**config.mk**
```make
export PLATFORM = sky130hd
export DESIGN_NAME = tiny_alu_core
export DESIGN_NICKNAME = d
export VERILOG_FILES = /design/src/rtl/tinyalu_pkg.sv /design/src/rtl/tiny_alu_mult.sv /design/src/rtl/tiny_alu_core.sv
export SDC_FILE = /design/constraint.sdc
export NUM_CORES = 1
export LEC_CHECK = 0
export ABC_AREA = 1
export CAP_MARGIN = 40
export CORE_AREA = 2 2 106 108
export CTS_CLUSTER_SIZE = 12
export DETAILED_ROUTE_END_ITERATION = 8
export DIE_AREA = 0 0 108 110
export PLACE_DENSITY = 0.71
export SYNTH_ARGS = -nofsm -noshare
export SYNTH_HDL_FRONTEND = slang
export SYNTH_SLANG_ARGS = --single-unit
```
**constraint.sdc**
```tcl
create_clock -name clk -period 3.99 [get_ports clk]
set_clock_uncertainty 0.15 [all_clocks]
set_input_delay 0.798 -clock clk [delete_from_list [all_inputs] [get_ports clk]]
set_output_delay 0.798 -clock clk [all_outputs]
set_load 0.01 [all_outputs]
```
**src/rtl/tinyalu_pkg.sv**
```systemverilog
// Shared types for the tiny ALU: opcodes, packed operand pair, FSM states,
// default multiply latency and an opcode classification helper.
package tinyalu_pkg;

    localparam int MUL_LATENCY_DEF = 3;

    typedef enum logic [2:0] {
        no_op    = 3'b000,
        add_op   = 3'b001,
        and_op   = 3'b010,
        xor_op   = 3'b011,
        mul_op   = 3'b100,
        unused_5 = 3'b101,
        unused_6 = 3'b110,
        rst_op   = 3'b111
    } operation_t;

    typedef struct packed {
        logic [7:0] a;
        logic [7:0] b;
    } operandAB_T;

    typedef enum logic [1:0] {
        IDLE = 2'd0,
        BUSY = 2'd1,
        DONE = 2'd2
    } alu_state_t;

    // Only these opcodes leave IDLE; everything else is swallowed silently.
    function automatic logic is_exec(input operation_t op);
        return (op == add_op) || (op == and_op) || (op == xor_op) || (op == mul_op);
    endfunction

endpackage

```
**src/rtl/tiny_alu_mult.sv**
```systemverilog
// Registered 8x8->16 multiplier with STAGES pipeline registers; the first
// stage holds the product, the rest only add delay.
module tiny_alu_mult #(
    parameter int STAGES = 2
) (
    input  logic        clk,
    input  logic        rst,
    input  logic [7:0]  a,
    input  logic [7:0]  b,
    output logic [15:0] product
);

    logic [15:0] pipe [STAGES];

    always_ff @(posedge clk or posedge rst) begin
        if (rst) begin
            for (int i = 0; i < STAGES; i++) pipe[i] <= '0;
        end else begin
            pipe[0] <= 16'(a) * 16'(b);
            for (int i = 1; i < STAGES; i++) pipe[i] <= pipe[i-1];
        end
    end

    assign product = pipe[STAGES-1];

endmodule

```
**src/rtl/tiny_alu_core.sv**
```systemverilog
// Tiny ALU command engine: accepts one command in IDLE, completes it after a
// fixed latency with a registered done pulse and result.
//   state | meaning
//   IDLE  | waiting for start; latches op/operands on acceptance
//   BUSY  | latency down-counter running; start=0 aborts
//   DONE  | done=1 for one cycle, start ignored
module tiny_alu_core
    import tinyalu_pkg::*;
#(
    parameter int MUL_LATENCY = MUL_LATENCY_DEF
) (
    input  logic        clk,
    input  logic        reset,
    input  logic        start,
    input  operation_t  op,
    input  operandAB_T  operands,
    output logic        done,
    output logic [15:0] result
);

    localparam int CNT_W = 3;

    alu_state_t       state, state_nxt;
    logic [CNT_W-1:0] cnt, cnt_nxt;
    operation_t       op_q, op_nxt;
    operandAB_T       opnd_q, opnd_nxt;
    logic             done_nxt;
    logic [15:0]      result_nxt;
    logic [15:0]      alu_out;
    logic [15:0]      product;

    // Operands come from the latched copy, so the pipeline sees stable
    // inputs for the whole BUSY window regardless of the bus.
    tiny_alu_mult #(
        .STAGES (MUL_LATENCY - 1)
    ) u_mult (
        .clk     (clk),
        .rst     (reset),
        .a       (opnd_q.a),
        .b       (opnd_q.b),
        .product (product)
    );

    always_comb begin
        alu_out = result;
        case (op_q)
            add_op:  alu_out = {7'b0, {1'b0, opnd_q.a} + {1'b0, opnd_q.b}};
            and_op:  alu_out = {8'b0, opnd_q.a & opnd_q.b};
            xor_op:  alu_out = {8'b0, opnd_q.a ^ opnd_q.b};
            mul_op:  alu_out = product;
            default: alu_out = result;
        endcase
    end

    always_comb begin
        state_nxt  = state;
        cnt_nxt    = cnt;
        op_nxt     = op_q;
        opnd_nxt   = opnd_q;
        done_nxt   = 1'b0;
        result_nxt = result;
        case (state)
            IDLE: begin
                if (start) begin
                    op_nxt   = op;
                    opnd_nxt = operands;
                    if (is_exec(op)) begin
                        state_nxt = BUSY;
                        cnt_nxt   = (op == mul_op) ? CNT_W'(MUL_LATENCY - 1) : '0;
                    end
                end
            end
            BUSY: begin
                if (!start) begin
                    state_nxt = IDLE;
                    cnt_nxt   = '0;
                end else if (cnt == '0) begin
                    state_nxt  = DONE;
                    done_nxt   = 1'b1;
                    result_nxt = alu_out;
                end else begin
                    cnt_nxt = cnt - CNT_W'(1);
                end
            end
            DONE: begin
                state_nxt = IDLE;
            end
            default: begin
                state_nxt = IDLE;
            end
        endcase
    end

    always_ff @(posedge clk or posedge reset) begin
        if (reset) begin
            state  <= IDLE;
            cnt    <= '0;
            op_q   <= no_op;
            opnd_q <= '0;
            done   <= 1'b0;
            result <= 16'h0000;
        end else begin
            state  <= state_nxt;
            cnt    <= cnt_nxt;
            op_q   <= op_nxt;
            opnd_q <= opnd_nxt;
            done   <= done_nxt;
            result <= result_nxt;
        end
    end

endmodule

```
* After elaboration in Yosys (flattened, before gate mapping)
Index checks and enable logic that the tools add are counted.
Storage, ports and cells: output and inout port bits 17, input bits 22, bits in registers 73
Cells by class: bitwise logic cells 2, $add $sub $neg 2, multipliers 1, equality and inequality tests 13, mux-type cells 15, reductions and logical operators 11
Operators with widths (number):
- case mux 16 bit (4 select lines) | 1
- multiplier 8 x 8 -> 16 bit | 1
- equality test 3 x 2 -> 1 bit (second input constant) | 4
- two-way mux 3 bit | 4
- two-way mux 2 bit | 5
- adder 8 x 8 -> 9 bit | 1
- AND 8 bit | 1
- AND reduction 4 bit | 2
- bitwise XOR 8 bit | 1
- equality test 3 x 1 -> 1 bit (second input constant) | 2
- equality test 3 bit (second input constant) | 2
- inequality test 3 bit (second input constant) | 2
- case mux 3 bit (2 select lines) | 1
- inequality test 2 bit (second input constant) | 2
- case mux 2 bit (2 select lines) | 1
- nonzero test 4 bit | 1
- logical NOT 3 bit | 1
- logical OR 1 bit | 3
- two-way mux 1 bit | 3
- AND reduction 3 bit | 1
- subtractor 3 x 1 -> 3 bit (second input constant) | 1
- equality test 2 x 1 -> 1 bit (second input constant) | 1
- logical NOT 2 bit | 1
- AND reduction 2 bit | 1
- nonzero test 2 bit | 1

* Depth between registers and ports, before layout
depth after elaboration 7, mapped depth 20

* Modules after synthesis
Synthesis repeated with hierarchy kept, for this count alone.
Unflattened totals: cell total of the unflattened synthesis 695, area total of the unflattened synthesis 5626.6 um^2
By module, submodules not included:
- tiny_alu_mult | cells each 424, area an instance 3325.7 um^2, instances 1, sequential area each 800.8 um^2
- tiny_alu_core | cells each 271, area an instance 2301.0 um^2, instances 1, sequential area each 1026.0 um^2

* Worst setup path before layout
Ideal clock, no wire load.
path kind register to register, start reg opnd_q[7] (netlist bit), end reg u_mult.pipe[30] (netlist bit), setup time 0.116 ns, buffers on the path 1, arrival 3.783 ns, period minus slack after synthesis 4.049 ns, stages on the path, launching flop included 19, slack -0.059 ns, cell sequence dfrtp_1 -> clkbuf_1 -> nand2_1 -> fa_1 -> fa_1 -> inv_1 -> fa_1 -> inv_1 -> fa_1 -> inv_1 -> ha_1 -> a21oi_1 -> nor2_1 -> nor2_1 -> nand2_1 -> nand2_1 -> nand2_1 -> nand2_1 -> nand2_1
On the way: word-level cells in the longest chain between the ends 1
RTL lines:
- start, declared | line tiny_alu_core.sv:26 | operandAB_T opnd_q, opnd_nxt;
- start signal, assigned | line tiny_alu_core.sv:106 | opnd_q <= opnd_nxt;
- multiplier 8 x 8 -> 16 bit | line tiny_alu_mult.sv:19 | pipe[0] <= 16'(a) * 16'(b);
- end, declared | line tiny_alu_mult.sv:13 | logic [15:0] pipe [STAGES];
Every way passes these cells. A chain may end at the register's enable or synchronous reset.

* Worst setup path after layout
start reg opnd_q[12] (netlist bit), end reg u_mult.pipe[30] (netlist bit)
Same word-level chain as after synthesis.

==> impl_metrics.env <==
export IMPL_wl_met2_microns=6200
export IMPL_wirelength_microns=11800
export IMPL_max_freq_ghz=0.253
export IMPL_grt_max_degree=40
export IMPL_worst_ep_required_time_ps=4090
export IMPL_final_hold_viol_count=0
export IMPL_gp_congestion=0.912
export IMPL_synth_flop_cell="dfrtp_1"
export IMPL_worst_path_max_fanout=4
export IMPL_hp_class="reg2reg"
export IMPL_viasPerCell=4.90
export IMPL_slew_headroom=0.480
export IMPL_globalRouteOverflowTotal=0
export IMPL_critPathArrivalTime_ps=4060
export IMPL_cp_slowest_stage_delay_ps=540
export IMPL_die_x_microns=108
export IMPL_met3WireLength_microns=323
export IMPL_port_buffers=38
export IMPL_fin_setup_tns_ps=0
export IMPL_insertion_delay_ps=360
export IMPL_dpl_hpwl_microns=8980
export IMPL_nNetsFinal=794
export IMPL_cpMostUsedCell="fa_1"
export IMPL_cts_buffers=9
export IMPL_synth_area_sq_um=5240
export IMPL_synth_seq_cells=73
export IMPL_async_flop_share=1.00
export IMPL_synth_edf_count=0
export IMPL_rows=38
export IMPL_fp_dieH_microns=110
export IMPL_detail_route_iter0_violations=157
export IMPL_top_layer="met4"
export IMPL_cts_tree="done"
export IMPL_wl_per_cell_microns=14.1
export IMPL_core_area_sq_um=10700
export IMPL_clockBufferDepth=2
export IMPL_regArea_sq_um=1840
export IMPL_ctsRootBufferMaster="clkbuf_8"
export IMPL_avgSynthCellArea_sq_um=8.45
export IMPL_critical_path_class="reg2reg"
export IMPL_rsz0062_at_grt="true"
export IMPL_timing_final_crit_share=0.992
export IMPL_path_cells="buf_6, nand2_2, inv_2, fa_1, inv_1, fa_1, inv_1, fa_1, inv_2, fa_1, inv_2, ha_4, a21oi_2, nor2_1, nor2_1, nand2_2, nand2_2, nand2_1, nand2_1, nand2_1"
export IMPL_start_util=0.490
export IMPL_antenna_diode_count=0
export IMPL_start_kind="register"
export IMPL_io_pins=39
export IMPL_drt_pass1_iter_count=4
export IMPL_synth_cell_type_count=37
export IMPL_final_max_slew_viol_count=0
export IMPL_outcome="finished, final reports clean"
export IMPL_layout_min_cycle_time_ps=3960
export IMPL_ys_warn_count=0
export IMPL_cap_violations=0
export IMPL_setup_worst_path_end_class="register"
export IMPL_synth_nets=725
export IMPL_antenna_found_initial=0
export IMPL_grt_pass1_vias=4108
export IMPL_finalSetupViolCount=0
export IMPL_drc=0
export IMPL_cp_slowest_cell="fa_1"
export IMPL_tightestPinTransition_ps=779
export IMPL_num_vias=4090
export IMPL_worst_slack_ps=31.3
export IMPL_clk_pin_slew_ps=80
export IMPL_wl_met1_microns=4940
export IMPL_cts_sinks=73
export IMPL_grt_pass1_wl_microns=18900
export IMPL_fillers=951
export IMPL_drive_gt1_frac=0.195
export IMPL_h_tree_depth=3
export IMPL_dieArea_sq_um=11900
export IMPL_multiInputGateArea_sq_um=3040
export IMPL_syn_inst=620
export IMPL_grt_use_total=0.208
export IMPL_synth_seq_area_share=0.349
export IMPL_place_ws_ps=-113
export IMPL_syn_to_final_growth_pct=23.4
export IMPL_drtAntennaViolNets=0
layer usage:
| layer | vias to the layer above | track usage |
|---|---|---|
| li1 | 2008 | - |
| met1 | 1982 | 0.259 |
| met2 | 73 | 0.361 |
| met3 | 27 | 0.0341 |
| met4 | 0 | 0.0879 |
| met5 | - | 0 |
stage by stage:
stage | hold WS (ps) | cells | area, sq um | util
3_5_place_dp | 185 | 812 | 5990 | 0.560
6_report | 201 | 834 | 6460 | 0.604
3_3_place_gp | 182 | 812 | 5990 | 0.560
5_1_grt | 205 | 834 | 6460 | 0.604
4_1_cts | 202 | 830 | 6290 | 0.588
2_1_floorplan | 181 | 620 | 5260 | -
cells in the final DEF (no fill, tap or decap), types with 4 or more instances in the layout:
| cell | instances |
|---|---|
| nand2_1 | 155 |
| inv_1 | 115 |
| dfrtp_1 | 64 |
| clkdlybuf4s50_1 | 38 |
| ha_1 | 37 |
| fa_1 | 35 |
| buf_4 | 35 |
| nor2_1 | 33 |
| nand3_1 | 28 |
| a21oi_1 | 19 |
| mux2_2 | 13 |
| inv_2 | 13 |
| nand2_2 | 12 |
| o21ai_0 | 9 |
| clkbuf_8 | 9 |
| dfrtp_2 | 9 |
| ha_4 | 8 |
| xor2_1 | 7 |
| nor3_1 | 4 |
| buf_6 | 4 |
cells by family after synthesis:
group | synth area share
compound gates | 0.0444
xor+xnor | 0.0167
fa+ha+maj | 0.251
buf+inv | 0.110
flops | 0.349
mux | 0.0301
simple gates | 0.199
final timing paths:
kind,start,to,slack [ps],cells after the start
setup / recovery,opnd_q[12],u_mult.pipe[30],30,20
setup reg to reg,opnd_q[12],u_mult.pipe[30],30,20
hold reg to reg,u_mult.pipe[29],u_mult.product[13],200,0
hold / removal,u_mult.pipe[29],u_mult.product[13],200,0
max in group asynchronous,reset,u_mult.pipe[24],2280,3
min in group asynchronous,reset,op_q[0],750,2
repair_timing:
action                     CTS  global route
resized for setup           14            45
buffers inserted             2             4
hold buffers                 0             0
setup endpoints to repair    7             8
pin swaps                   11            30
flip-flops by register name, indices dropped and copies added (netlist names):
name            count
result             16
cnt                 3
done                1
state               2
op_q                3
u_mult.product     16
u_mult.pipe        16
opnd_q             16
worst max-delay path, delay by kind of cell, from the launching register on:
kind,cells,cell delay [ps]
buffers and inverters,6,360
adders and majority gates,5,2250
DFF,1,430
AOI/OAI and AO/OA,1,140
and+or+nand+nor,8,510
synth_stat cells (3+ instances only):
cell,number,share of area
nor3_1,4,0.0038
nand3_1,28,0.027
inv_1,126,0.090
o21ai_1,3,0.0029
nor2_1,35,0.025
clkbuf_1,16,0.011
ha_1,46,0.11
fa_1,37,0.14
xor2_1,8,0.013
o21ai_0,9,0.0086
dfrtp_1,73,0.35
a21oi_1,23,0.022
mux2_2,13,0.028
nand2_1,167,0.12
final cells by class:
| class | count | share of cell area |
|---|---|---|
| tap | 140 | 0.0271 |
| inverter | 129 | 0.0751 |
| timing repair buffer | 78 | 0.110 |
| multi-input combinational | 398 | 0.470 |
| sequential | 73 | 0.284 |
| clock buffer | 10 | 0.0197 |
| clock inverter | 6 | 0.0141 |
Power is not shown: default switching activity piles up to over one toggle a cycle in this logic, so the estimate is an artifact.
